`src/rtl/mesh_west_feeder.sv`:
```
// Buffers one ROWS x COLS pixel tile from a row-major stream, then replays it into the
// mesh west edge as a diagonal wavefront (lane r delayed r steps).
module mesh_west_feeder #(
   parameter int ROWS = 8,
   parameter int COLS = 8,
   parameter int DW   = 8
) (
   input  logic               ck,
   input  logic               res,
   input  logic               in_valid,
   output logic               in_ready,
   input  logic [DW-1:0]      in_data,
   input  logic               in_last,
   input  logic               mesh_en,
   output logic [ROWS*DW-1:0] west_data,
   output logic [ROWS-1:0]    west_valid,
   output logic               tile_done,
   output logic               err
);

   localparam int N  = ROWS * COLS;
   localparam int CW = $clog2(N + 1);
   localparam int AW = $clog2(N);
   localparam int SW = $clog2(COLS + ROWS);
   localparam logic [SW-1:0] LAST_STEP = SW'(COLS + ROWS - 2);
   localparam logic [CW-1:0] FULL_FILL = CW'(N);
   localparam logic [CW-1:0] LAST_ADDR = CW'(N - 1);

   typedef enum logic {LOAD, DRAIN} state_t;

   state_t             state_q, state_d;
   logic [CW-1:0]      wrCnt_q, wrCnt_d;
   logic [CW-1:0]      fill_q, fill_d;
   logic [SW-1:0]      step_q, step_d;
   logic [ROWS*DW-1:0] westData_q, westData_d;
   logic [ROWS-1:0]    westValid_q, westValid_d;
   logic               tileDone_q, tileDone_d;
   logic               err_q, err_d;
   logic [DW-1:0]      pixBuf_q [N];
   logic               accept;
   int                 stepInt;

   function automatic logic [AW-1:0] bufAddr(input int lane, input int s);
      int a;
      a = lane * COLS + s - lane;
      return a[AW-1:0];
   endfunction

   assign in_ready   = (state_q == LOAD) && !res;
   assign accept     = in_valid && in_ready;
   assign west_data  = westData_q;
   assign west_valid = westValid_q;
   assign tile_done  = tileDone_q;
   assign err        = err_q;

   // Tile storage; no reset needed because reads beyond fill are forced to zero.
   always_ff @(posedge ck) begin
      if (!res && accept) begin
         pixBuf_q[wrCnt_q[AW-1:0]] <= in_data;
      end
   end

   always_comb begin
      state_d     = state_q;
      wrCnt_d     = wrCnt_q;
      fill_d      = fill_q;
      step_d      = step_q;
      westData_d  = westData_q;
      westValid_d = westValid_q;
      tileDone_d  = 1'b0;
      err_d       = 1'b0;
      stepInt     = int'(step_q);
      case (state_q)
         LOAD: begin
            if (accept) begin
               wrCnt_d = wrCnt_q + 1'b1;
               if (wrCnt_q == LAST_ADDR) begin
                  state_d = DRAIN;
                  fill_d  = FULL_FILL;
                  err_d   = !in_last;
               end else if (in_last) begin
                  state_d = DRAIN;
                  fill_d  = wrCnt_q + 1'b1;
                  err_d   = 1'b1;
               end
            end
         end
         DRAIN: begin
            // The cycle showing tile_done is followed by an unconditional return to LOAD.
            if (tileDone_q) begin
               state_d     = LOAD;
               wrCnt_d     = '0;
               step_d      = '0;
               westValid_d = '0;
               westData_d  = '0;
            end else if (mesh_en) begin
               for (int r = 0; r < ROWS; r++) begin
                  westValid_d[r]         = 1'b0;
                  westData_d[r*DW +: DW] = '0;
                  if ((stepInt >= r) && (stepInt - r < COLS)) begin
                     westValid_d[r] = 1'b1;
                     if (r * COLS + stepInt - r < int'(fill_q)) begin
                        westData_d[r*DW +: DW] = pixBuf_q[bufAddr(r, stepInt)];
                     end
                  end
               end
               if (step_q == LAST_STEP) begin
                  tileDone_d = 1'b1;
               end else begin
                  step_d = step_q + 1'b1;
               end
            end
         end
         default: state_d = LOAD;
      endcase
   end

   always_ff @(posedge ck) begin
      if (res) begin
         state_q     <= LOAD;
         wrCnt_q     <= '0;
         fill_q      <= '0;
         step_q      <= '0;
         westData_q  <= '0;
         westValid_q <= '0;
         tileDone_q  <= 1'b0;
         err_q       <= 1'b0;
      end else begin
         state_q     <= state_d;
         wrCnt_q     <= wrCnt_d;
         fill_q      <= fill_d;
         step_q      <= step_d;
         westData_q  <= westData_d;
         westValid_q <= westValid_d;
         tileDone_q  <= tileDone_d;
         err_q       <= err_d;
      end
   end

endmodule
```
`config.mk`:
```
export PLATFORM = sky130hd
export DESIGN_NAME = mesh_west_feeder
export DESIGN_NICKNAME = d
export VERILOG_FILES = /design/src/rtl/mesh_west_feeder.sv
export SDC_FILE = /design/constraint.sdc
export NUM_CORES = 1
export LEC_CHECK = 0
export BUFFER_PORTS_ARGS = -buffer_cell sky130_fd_sc_hd__buf_2
export CAP_MARGIN = 40
export CORE_MARGIN = 4
export CORE_UTILIZATION = 38
export DETAILED_ROUTE_END_ITERATION = 6
export PLACE_DENSITY = 0.59
export RECOVER_POWER = 50
export SETUP_SLACK_MARGIN = 0.4
export SYNTH_ARGS = -nofsm -noshare
export SYNTH_HDL_FRONTEND = slang
export SYNTH_SLANG_ARGS = --single-unit
```
`constraint.sdc`:
```
create_clock -name ck -period 6.1 [get_ports ck]
set_input_delay 0.61 -clock ck [delete_from_list [all_inputs] [get_ports ck]]
set_output_delay 0.61 -clock ck [all_outputs]
set_load 0.005 [all_outputs]
```
==> results.py <==
metrics = {
    "clock_tree": {
        "clock_sinks": 609,
        "cts_tree": "built",
        "clkTransAtPathRegs_ns": 0.06,
        "cts_made_buffers": 69,
        "cts_resized": 0,
        "clock_latency_ns": 0.65,
        "postCtsSetupRepairBufs": 0,
        "cts_hold_buf": 0,
        "cts.path.max_buffers": 3,
        "htreeDepth": 3,
        "root_buffer": "clkbuf_16",
    },
    "synthesis": {
        "synth_top_area_share_pct": 42.63,
        "syn_area_per_cell_um2": 14.52,
        "synthAdderAreaFrac_pct": 1.769,
        "ys_types": 65,
        "yosys_warnings": 0,
        "synthArstFlopShare_pct": 0,
        "synth.area.top_cells": "edfxtp_1 (43%), mux4_2 (30%), dfxtp_1 (5.4%)",
        "synth_xor_xnor_area_share_pct": 0.2845,
        "yosysSeqAreaShare_pct": 48.01,
        "muxShareOfSynthArea_pct": 33.10,
        "synth-edff-count": 512,
        "synthSimpleGateAreaFrac_pct": 8.298,
        "synth_largest_area_cell": "edfxtp_1",
        "synth_top_family_by_area": "multiplexers",
        "synth_compound_area_share_pct": 5.318,
        "syn-num-nets": 2548,
        "netlist_instances": 2484,
        "ys.flop_type": "edfxtp_1",
        "syn-cell-area_um2": 36070,
        "ys_ff_latch": 609,
    },
    "detailed_routing": {
        "num_vias": 25740,
        "ant_nets": 0,
        "via_per_inst": 6.636,
        "drc": 2,
        "drt_first_pass_iters": 7,
        "finalWirelength_um": 129200,
        "avgRoutedWirePerCell_um": 33.31,
        "drt_iter0_markers": 3909,
    },
    "floorplan": {
        "io_pins": 88,
        "fp.dieH_um": 316.1,
        "rows": 112,
        "core_area_um2": 93750,
        "dieArea_um2": 99910,
        "die_w_um": 316.1,
        "start_util_pct": 38.47,
    },
    "job": {
        "drv_cap": 9,
    },
    "finish": {
        "area_growth_pct": 12.14,
        "seqCellArea_um2": 17330,
        "stdcell_area_um2": 40450,
        "fin_nets": 2632,
        "num-fill-cells": 8346,
        "post-route-util_pct": 43.14,
        "multiInputGateArea_um2": 17670,
        "layout-drive-gt1-share_pct": 29.66,
    },
    "pwr": {
        "powerDensity_nw_per_um2": 231.6,
        "p_leak_uw": 0.01257,
        "vdd_drop_max_uv": 165.7,
    },
    "setup_path": {
        "cp_cell_sequence": "clkbuf_1 > clkbuf_1 > nand2b_1 > or2_0 > nor2_1 > buf_6",
        "crit_slowest_cell": "clkbuf_1",
        "end_kind": "flop",
        "cp.arrival_ns": 5.05,
        "worstPathRequired_ns": 6.48,
        "cp_common_cell": "clkbuf_1",
        "worst-setup-path-type": "in -> reg",
        "slowest_delay_ns": 2.04,
        "start_kind": "primary input",
        "crit_fanout": 53,
    },
    "timing": {
        "fin_crit_ns": 4.662,
        "fin_skew_ns": 0.03728,
        "hold_violations": 0,
        "hold_ws_ns": 0.3481,
        "timing.final.ws_setup_ns": 1.438,
        "fin_crit_sh_pct": 76.42,
        "tns_ns": 0,
        "tightestPinTransition_ns": 3.552,
        "rsz0062_at_grt": "no",
        "max_freq_mhz": 214.5,
        "relSlewSlack_pct": -136.8,
        "drv_slew": 534,
        "setup_viol": 0,
    },
    "outcome": {
        "status": "complete, but fails checks",
        "violations": "design-rule violations, max-capacitance violations, max-slew violations",
    },
    "placed_design": {
        "portBuffers": 87,
        "dp_hpwl_um": 92670,
        "place.gp.congestion": 0.9702,
        "placed_cell_area_um2": 38310,
        "dp_slack_ns": 1.694,
    },
    "global_routing": {
        "grt_pass1_wl_um": 183600,
        "overflow": 0,
        "grt_usage_pct": 25.69,
        "grt_pass1_vias": 24800,
        "grt_max_degree": 127,
        "antenna_found_initial": 5,
    },
    "worst_hold_path": {
        "hold_path_class": "in -> reg",
    },
}
-- sequential cells by signal, indices dropped and copies added, names as in the netlist, named ones only --
name and cells:
pixBuf_q 512, west_data 64, west_valid 8, fill_q 7, wrCnt_q 7, step_q 4
err 1, state_q 1, tile_done 1
-- cells in the final DEF, fill, tap and decap left out, types with 11 or more instances in the layout --
cell and instances:
a211oi_1 18, a21o_1 16, a21oi_1 88, a22oi_1 23
buf_2 34, buf_4 87, buf_6 17, clkbuf_1 84
clkbuf_16 71, dfxtp_1 93, edfxtp_1 512, ha_1 49
inv_1 24, mux2i_1 99, mux4_2 486, nand2_1 375
nand3_1 119, nand4_1 17, nor2_1 125, o211ai_1 11
o21ai_0 35, o21ai_1 15, o22ai_1 34
-- Yosys cell counts (7+ instances only) --
| cell type | count |
|---|---|
| buf_4 | 29 |
| nand2_1 | 375 |
| clkbuf_1 | 82 |
| o21ai_0 | 35 |
| mux4_2 | 486 |
| inv_2 | 7 |
| buf_1 | 24 |
| nand4_1 | 17 |
| nor2_1 | 125 |
| or2_2 | 7 |
| o211ai_1 | 11 |
| buf_6 | 14 |
| a311oi_1 | 10 |
| a31oi_1 | 10 |
| a22oi_1 | 23 |
| nand3b_1 | 8 |
| edfxtp_1 | 512 |
| a21o_1 | 16 |
| nand3_1 | 119 |
| mux2i_1 | 99 |
| o41ai_1 | 7 |
| buf_2 | 53 |
| xnor2_1 | 7 |
| o21ai_1 | 16 |
| o22ai_1 | 34 |
| nor4_1 | 8 |
| dfxtp_1 | 97 |
| a21oi_1 | 89 |
| nor2b_1 | 10 |
| inv_1 | 24 |
| ha_1 | 51 |
| a211oi_1 | 18 |
-- worst max-delay path, delay by kind of cell --
kind	cells	cell delay [ns]
buffers and inverters	3	2.44
AND/OR/NAND/NOR	3	1.95
-- worst paths after layout --
check	start	end	slack (ns)	depth (start not counted)
setup reg to reg	step_q[1]$_SDFFE_PP0P_	west_data[14]$_SDFFE_PP0P_	1.47	11
setup / recovery	res	pixBuf_q[38][2]$_DFFE_PP_	1.44	6
hold / removal	in_valid	wrCnt_q[3]$_SDFFE_PP0P_	0.35	3
hold reg to reg	west_valid[5]$_SDFFE_PP0P_	west_valid[5]$_SDFFE_PP0P_	0.46	2
-- cell families (layout without fill, tap and decap cells) --
family                     Yosys count  in the layout
and+or+nand+nor                    693            693
adders and majority gates           51             51
xor gates and xnor gates            10             10
muxes                              585            585
buffers and inverters              235            374
AOI/OAI and AO/OA                  301            301
DFF                                609            609
other                                0              2
-- layout make-up --
class	instances	share of cell area [%]
sequential	609	42.84
timing repair buffer	215	3.663
clock inverter	32	0.9002
antenna	2	0.01237
tap	1254	3.879
multi-input combinational	1640	43.69
inverter	33	0.3093
clock buffer	94	4.708
-- stage by stage --
stage | total power [µW] | instances
finish | 9369 | 3879
global route | 9624 | 3877
CTS | 9409 | 3877
detailed placement | 5250 | 3751
global placement | 5234 | 3683
floorplan | 5020 | 2484
-- power breakdown --
part / internal [µW] / total, µW / switching, µW
registers: 4520 / 4540 / 16.6
logic: 246 / 633 / 387
clock network: 2430 / 4200 / 1770
total: 7200 / 9370 / 2170
-- layer usage --
metal  part of all wire (%)  track usage, %  vias up
li1                       -               -    10300
met1                     38           35.36    13400
met2                     46           40.42     1815
met3                     11           5.340      225
met4                    4.4           9.843        4
met5                  0.026               0        -
Power figures use the tool's default switching activity.
